File: config.mk
export PLATFORM = sky130hd
export DESIGN_NAME = fib_term_engine
export DESIGN_NICKNAME = d
export VERILOG_FILES = /design/src/rtl/fib_term_engine.sv
export SDC_FILE = /design/constraint.sdc
export NUM_CORES = 1
export LEC_CHECK = 0
export CORE_ASPECT_RATIO = 1.4
export CORE_MARGIN = 2
export CORE_UTILIZATION = 54
export CTS_BUF_LIST = sky130_fd_sc_hd__clkbuf_2 sky130_fd_sc_hd__clkbuf_4 sky130_fd_sc_hd__clkbuf_8
export DETAILED_ROUTE_END_ITERATION = 10
export PLACE_DENSITY_LB_ADDON = 0.05
export SLEW_MARGIN = 0
export SYNTH_ARGS = -nofsm -noshare
export SYNTH_HDL_FRONTEND = slang
export SYNTH_SLANG_ARGS = --single-unit
File: constraint.sdc
create_clock -name Clk -period 2.83 [get_ports Clk]
set_input_delay 0.4245 -clock Clk [delete_from_list [all_inputs] [get_ports Clk]]
set_output_delay 0.4245 -clock Clk [all_outputs]
set_load 0.05 [all_outputs]
File: src/rtl/fib_term_engine.sv
// Sequential Fibonacci term generator: emits F(0)..F(N-1) one term per handshake with overflow detection.
// Optional macro FIB_SAT_EN: present too-big terms saturated to all ones instead of stopping early.
module fib_term_engine #(
    parameter int unsigned WIDTH = 4,
    parameter int unsigned CNT_W = 5
) (
    input  logic             Clk,
    input  logic             Rst_n,
    input  logic             Start,
    input  logic [CNT_W-1:0] N,
    input  logic             Term_Ready,
    output logic             Busy,
    output logic             Term_Valid,
    output logic [WIDTH-1:0] Term,
    output logic [CNT_W-1:0] Term_Idx,
    output logic             Done,
    output logic             Ovf
);

    localparam int unsigned SUM_W = WIDTH + 1;

`ifdef FIB_SAT_EN
    localparam bit SAT_EN = 1'b1;
`else
    localparam bit SAT_EN = 1'b0;
`endif

    typedef enum logic [1:0] {
        ST_IDLE = 2'd0,
        ST_RUN  = 2'd1,
        ST_DONE = 2'd2
    } state_t;

    state_t state;
    state_t state_nxt;

    // A = F(k), B = F(k+1); *_big marks a value that no longer fits in WIDTH bits
    logic [WIDTH-1:0] a;
    logic [WIDTH-1:0] b;
    logic             a_big;
    logic             b_big;
    logic [CNT_W-1:0] k;
    logic [CNT_W-1:0] r;

    logic [WIDTH-1:0] a_nxt;
    logic [WIDTH-1:0] b_nxt;
    logic             a_big_nxt;
    logic             b_big_nxt;
    logic [CNT_W-1:0] k_nxt;
    logic [CNT_W-1:0] r_nxt;

    logic             busy_nxt;
    logic             valid_nxt;
    logic [WIDTH-1:0] term_nxt;
    logic [CNT_W-1:0] idx_nxt;
    logic             done_nxt;
    logic             ovf_nxt;

    logic [SUM_W-1:0] sum;
    logic             hs;
    logic             last;
    logic             stop_ovf;

    always_comb begin
        sum      = SUM_W'(a) + SUM_W'(b);
        hs       = Term_Valid & Term_Ready;
        last     = (r == CNT_W'(1));
        // Next term to present is too big and wrapping is not allowed
        stop_ovf = hs & ~last & b_big & ~SAT_EN;
    end

    // State register
    always_ff @(posedge Clk or negedge Rst_n) begin
        if (!Rst_n) begin
            state <= ST_IDLE;
        end else begin
            state <= state_nxt;
        end
    end

    // Next-state logic
    always_comb begin
        state_nxt = state;
        case (state)
            ST_IDLE: begin
                if (Start) begin
                    state_nxt = (N == '0) ? ST_DONE : ST_RUN;
                end
            end
            ST_RUN: begin
                if (hs && (last || stop_ovf)) begin
                    state_nxt = ST_DONE;
                end
            end
            ST_DONE: begin
                state_nxt = ST_IDLE;
            end
            default: begin
                state_nxt = ST_IDLE;
            end
        endcase
    end

    // Datapath and output next values
    always_comb begin
        a_nxt     = a;
        b_nxt     = b;
        a_big_nxt = a_big;
        b_big_nxt = b_big;
        k_nxt     = k;
        r_nxt     = r;
        term_nxt  = Term;
        idx_nxt   = Term_Idx;
        ovf_nxt   = Ovf;
        busy_nxt  = (state_nxt != ST_IDLE);
        valid_nxt = (state_nxt == ST_RUN);
        done_nxt  = (state_nxt == ST_DONE);

        case (state)
            ST_IDLE: begin
                if (Start) begin
                    ovf_nxt = 1'b0;
                    if (N != '0) begin
                        a_nxt     = '0;
                        b_nxt     = WIDTH'(1);
                        a_big_nxt = 1'b0;
                        b_big_nxt = 1'b0;
                        k_nxt     = '0;
                        r_nxt     = N;
                        term_nxt  = '0;
                        idx_nxt   = '0;
                    end
                end
            end
            ST_RUN: begin
                if (hs) begin
                    a_nxt     = b;
                    a_big_nxt = b_big;
                    b_nxt     = sum[WIDTH-1:0];
                    b_big_nxt = sum[WIDTH] | a_big | b_big;
                    k_nxt     = k + CNT_W'(1);
                    r_nxt     = r - CNT_W'(1);
                    if (!last) begin
                        if (b_big) begin
                            ovf_nxt = 1'b1;
                            if (SAT_EN) begin
                                term_nxt = '1;
                                idx_nxt  = k + CNT_W'(1);
                            end
                        end else begin
                            term_nxt = b;
                            idx_nxt  = k + CNT_W'(1);
                        end
                    end
                end
            end
            default: ;
        endcase
    end

    // Datapath and output registers
    always_ff @(posedge Clk or negedge Rst_n) begin
        if (!Rst_n) begin
            a          <= '0;
            b          <= '0;
            a_big      <= 1'b0;
            b_big      <= 1'b0;
            k          <= '0;
            r          <= '0;
            Busy       <= 1'b0;
            Term_Valid <= 1'b0;
            Term       <= '0;
            Term_Idx   <= '0;
            Done       <= 1'b0;
            Ovf        <= 1'b0;
        end else begin
            a          <= a_nxt;
            b          <= b_nxt;
            a_big      <= a_big_nxt;
            b_big      <= b_big_nxt;
            k          <= k_nxt;
            r          <= r_nxt;
            Busy       <= busy_nxt;
            Term_Valid <= valid_nxt;
            Term       <= term_nxt;
            Term_Idx   <= idx_nxt;
            Done       <= done_nxt;
            Ovf        <= ovf_nxt;
        end
    end

endmodule

; ---- After elaboration in Yosys (flattened, before gate mapping)
; Cells that the tools add are included.
[totals]
reg_bits = 35
in_bits = 9
out_inout_bits = 13
wordCells = 81
[op_classes]
add_sub_neg = 3
bitwise_logic = 6
n_eq_ne = 10
muxes = 39
reduce_logical = 10
[op_table]
columns = cell, count
row1 = $mux W5, 9
row2 = $mux W4, 9
row3 = $pmux W5 S2, 3
row4 = $pmux W4 S2, 3
row5 = $ne A2 B2 Y1 const B, 6
row6 = $mux W1, 8
row7 = $mux W2, 3
row8 = $pmux W1 S2, 3
row9 = $reduce_and A6 Y1, 1
row10 = $add A4 B4 Y5, 1
row11 = $add A5 B1 Y5 const B, 1
row12 = $eq A5 B1 Y1 const B, 1
row13 = $logic_not A5 Y1, 1
row14 = $reduce_and A5 Y1, 1
row15 = $reduce_bool A5 Y1, 1
row16 = $sub A5 B1 Y5 const B, 1
row17 = $eq A2 B1 Y1 const B, 2
row18 = $pmux W2 S2, 1
row19 = $reduce_and A4 Y1, 1
row20 = $reduce_bool A2 Y1, 2
row21 = $and A1 B1 Y1, 3
row22 = $eq A2 B2 Y1 const B, 1
row23 = $logic_not A2 Y1, 1
row24 = $or A1 B1 Y1, 2
row25 = 3 further kinds, 3

; ---- Depth between registers and ports, before layout
[logic_depth]
ltp_word = 9
mapped_depth = 6
depth_no_buf = 6

; ---- Worst setup path before layout
; OpenSTA, ideal clock, no wires.
[synth_timing]
path_kind = input -> register
from = input port N[2]
to = register Term_Idx[0]
path_buffers = 1
arrival_ns = 1.893
setup_ns = 0.125
path_stages = 5
slack_ns = 0.812
t_required_ns = 2.705
path_cell_list = or4_4 -> o21ba_1 -> buf_6 -> a21oi_4 -> mux2_2
[synth_via]
elab_chain_cells = 3
[synth_rtl]
columns = item, line
row1 = "start, declared", 10  ; input logic [CNT_W-1:0] N,
row2 = $reduce_bool A5 Y1, 123  ; if (N != '0) begin
row3 = $ne A2 B2 Y1 (no line), --
row4 = $reduce_and A6 Y1 (no line), --
row5 = "end signal, assigned", 186  ; Term_Idx <= idx_nxt;
row6 = "end, declared", 15  ; output logic [CNT_W-1:0] Term_Idx,
; Every way passes these cells.
; A chain may end at the register's enable or synchronous reset.

; ---- Worst setup path after layout
[layout_timing]
from = input port Start
to = register b[2]
[layout_via]
elab_chain_cells = 2
[layout_rtl]
columns = item, line
row1 = "start, declared", 9  ; input logic Start,
row2 = $ne A2 B2 Y1 (no line), --
row3 = $reduce_and A4 Y1 (no line), --
row4 = "end signal, assigned", 178  ; b <= b_nxt;
row5 = "end, declared", 39  ; logic [WIDTH-1:0] b;
; Every way passes these cells.

==> impl_metrics.csv <==
group,metric,value,unit
clock_network,root_buffer,"clkbuf_8",
status,outcome,"finished clean",
routing,wire_per_inst,15.79,um
timing,report.final.hold_viol_count,0,
cells_and_area,final_cells,224,
yosys,seq_area_frac_synth,51.40,%
global_routing,grt_max_degree,36,
worst_setup_path,cp_max_fo,11,
timing,post-route-min-period,2.283,ns
clock_network,cts_hold_buffers,0,
cells_and_area,syn2layout_area_growth,21.44,%
timing,grt_setup_unrepaired,"false",
clock_network,htreeDepth,2,
clock_network,clock_sinks,35,
worst_setup_path,worstPathArrival,2.46,ns
yosys,ys_seq_elements,35,
timing,worst_pin_slew,0.5124,ns
timing,tns,0,ns
routing,vias_per_cell,5.906,
clock_network,insertion_delay,0.29,ns
timing,fmax,0.4380,GHz
global_routing,grt_pass1_wl,5947,um
routing,ant_nets,0,
timing,slew_headroom,65.68,%
timing,finalMaxSlewViolations,0,
floorplan,num_rows,24,
place,dp_hpwl,2574,um
floorplan,die_h,70.47,um
timing,finClkSkew,0.006554,ns
global_routing,overflow,0,
worst_setup_path,crit_type,"in -> reg",
timing,holdWs,0.4931,ns
timing,finalSetupViolCount,0,
cells_and_area,fillerInstances,261,
yosys,synthesis.nets,173,
routing,first_iter_violations,27,
floorplan,core_area,3063,um^2
routing,dr_wl_met2,1826,um
clock_network,cts_made_buffers,5,
worst_setup_path,endpoint_kind,"register",
routing,drc,0,
cells_and_area,fin_nets,201,
yosys,yosysUniqueCellTypes,38,
routing,wirelength_met1,1514,um
floorplan,fp.dieW,51.48,um
power_and_ir_drop,leakagePower,0.9979,nW
routing,firstDrtPassIters,4,
worst_setup_path,crit_family,"compound AO/OA/AOI/OAI gates",
global_routing,grt_use_total,21.92,%
clock_network,cts_resized,0,
yosys,syn-cell-area,1704,um^2
clock_network,clkTransAtPathRegs,0.07,ns
place,portBuffers,21,
timing,finalCritPeriodShare,80.67,%
place,gp_congestion,0.7606,
worst_setup_path,cp_cell_sequence,"clkdlybuf4s50_1 > or3b_2 > o21ba_1 > nor2_1 > buf_4 > a22o_1",
yosys,synthesis.instances,156,
floorplan,start_util,55.64,%
worst_setup_path,worst_setup_path_start_kind,"input port",
cells_and_area,diodes,0,
clock_network,cts_setup_buffers,0,
cells_and_area,layout-drive-gt1-share,12.43,%
worst_setup_path,cp_slowest_cell,"o21ba_1",
power_and_ir_drop,ir_drop,0.0006343,V
routing,wl_met3,134,um
worst_setup_path,cpPeakStageDelay,0.51,ns
routing,drt-total-wl,3537,um
flow_run,maxCapViolations,0,
floorplan,io_pins,22,
routing,vias,1323,
floorplan,die_area,3627,um^2
yosys,synth.avg_cell_area,10.92,um^2
clock_network,clk_path_buf_depth,2,
power_and_ir_drop,p_per_area,1249,nW/um^2
routing,top_layer_used,"met4",
worst_setup_path,cp_num_buf_inv,2,
worst_hold_path,hold_path.class,"reg -> reg",
worst_setup_path,cp_data_required_time,3.01,ns
yosys,ys_warn_count,0,
clock_network,cts_tree,"built",
global_routing,grt_pass1_vias,1311,
global_routing,antenna_found_initial,0,
place,dp_cells,216,
## stage by stage
step	setup WS, ns	utilization [%]	cell area (um^2)	power [W]
2_1_floorplan	0.8123	-	1704	0.001824
3_3_place_gp	0.3367	64.66	1981	0.002177
3_5_place_dp	0.2664	64.66	1981	0.002238
4_1_cts	0.5525	67.57	2069	0.002601
5_1_grt	0.4664	67.57	2069	0.002762
6_report	0.5471	67.57	2069	0.002586
## state kept, by name (all words and copies together) (netlist names), 2 cells and up
register and flops:
k 5, b 4, Term 4, Term_Idx 5, a 4, r 5, state 2
## Yosys cell counts
master     n  share of area, %
nand2b_1   3               1.1
xor2_1     3               1.5
a21oi_4    1              0.95
mux2i_1    7               4.1
a21o_1     2              0.88
o22a_1     1              0.51
fa_1       1               1.2
clkbuf_1   5               1.1
o21ai_0    2              0.59
and3_1     1              0.37
a31oi_1    3               1.1
nor2b_1    1              0.37
buf_6      1              0.66
or3_1      1              0.37
o32ai_1    2               1.0
dfrtp_1   35                51
a21oi_1    6               1.8
xnor2_1    2               1.0
nor2_1    11               2.4
ha_1       7               5.1
a22oi_1    1              0.44
nand3_1    8               2.3
or4_4      1              0.66
or2_2      1              0.37
nor3_1     3              0.88
o211ai_1   2              0.88
o31a_1     1              0.51
a22o_1     9               4.6
inv_1      9               2.0
o22ai_1    1              0.37
buf_2      1              0.29
o21ba_1    1              0.59
a211o_1    1              0.51
o221ai_1   2               1.0
mux2_2     4               2.6
nand2_1   13               2.9
o21a_1     2              0.88
or3b_2     1              0.51
## final timing paths
| path | from | end | slack, ns | cells after the start |
|---|---|---|---|---|
| worst max register to register | state[0] | b[2] | 0.74 | 5 |
| worst min register to register | Ovf | Ovf | 0.49 | 1 |
| min in group asynchronous | Rst_n | Term[3] | 0.55 | 2 |
| max in group asynchronous | Rst_n | Term_Idx[1] | 1.96 | 2 |
| worst min-delay path | Ovf | Ovf | 0.49 | 1 |
| worst max-delay path | Start | b[2] | 0.55 | 6 |
## cell type report
cell class                      count  area [um^2]  area share (%)
Clock buffer                        6        76.32           3.688
Tap cell                           39        48.80           2.358
Sequential cell                    35        875.8           42.32
Clock inverter                      2        12.51          0.6046
Multi-Input combinational cell    105        759.5           36.70
Timing Repair Buffer               28        262.8           12.70
Inverter                            9        33.78           1.632
## cells in the final DEF, fill, tap and decap left out, types with 2 or more instances in the layout
cell / n
a22o_1: 9
nor2_1: 11
a31oi_1: 3
nor3_1: 3
a21oi_1: 6
buf_4: 7
o211ai_1: 2
nand2b_1: 3
clkdlybuf4s50_1: 21
a21o_1: 2
inv_1: 9
clkbuf_8: 5
o21ai_0: 2
xor2_1: 3
nand2_1: 13
mux2i_1: 7
ha_1: 7
o21a_1: 2
dfrtp_1: 35
xnor2_1: 2
o221ai_1: 2
mux2_2: 4
o32ai_1: 2
nand3_1: 8
## layer usage
metal / vias to the layer above / GRT usage (%)
li1: 609 / -
met1: 673 / 27.14
met2: 33 / 35.61
met3: 8 / 6.410
met4: 0 / 8.187
met5: - / 0
## kinds of logic (layout without fill, tap and decap cells)
family,count (synthesis),after routing,share of synthesized area (%)
mux,11,11,6.755
flops,35,35,51.40
buf+inv,16,45,4.038
fa+ha+maj,8,8,6.314
xor+xnor,5,5,2.570
simple gates,44,44,12.26
compound gates,37,37,16.67
## power breakdown
part           leakage, nW  internal, W  switching [W]  total (W)
logic                0.513     0.000559       0.000794    0.00135
registers            0.440     0.000710       0.000163   0.000873
clock network       0.0446     0.000181       0.000179   0.000360
total                0.998      0.00145        0.00114    0.00259
Note: power is estimated with default switching activity, not from simulation.
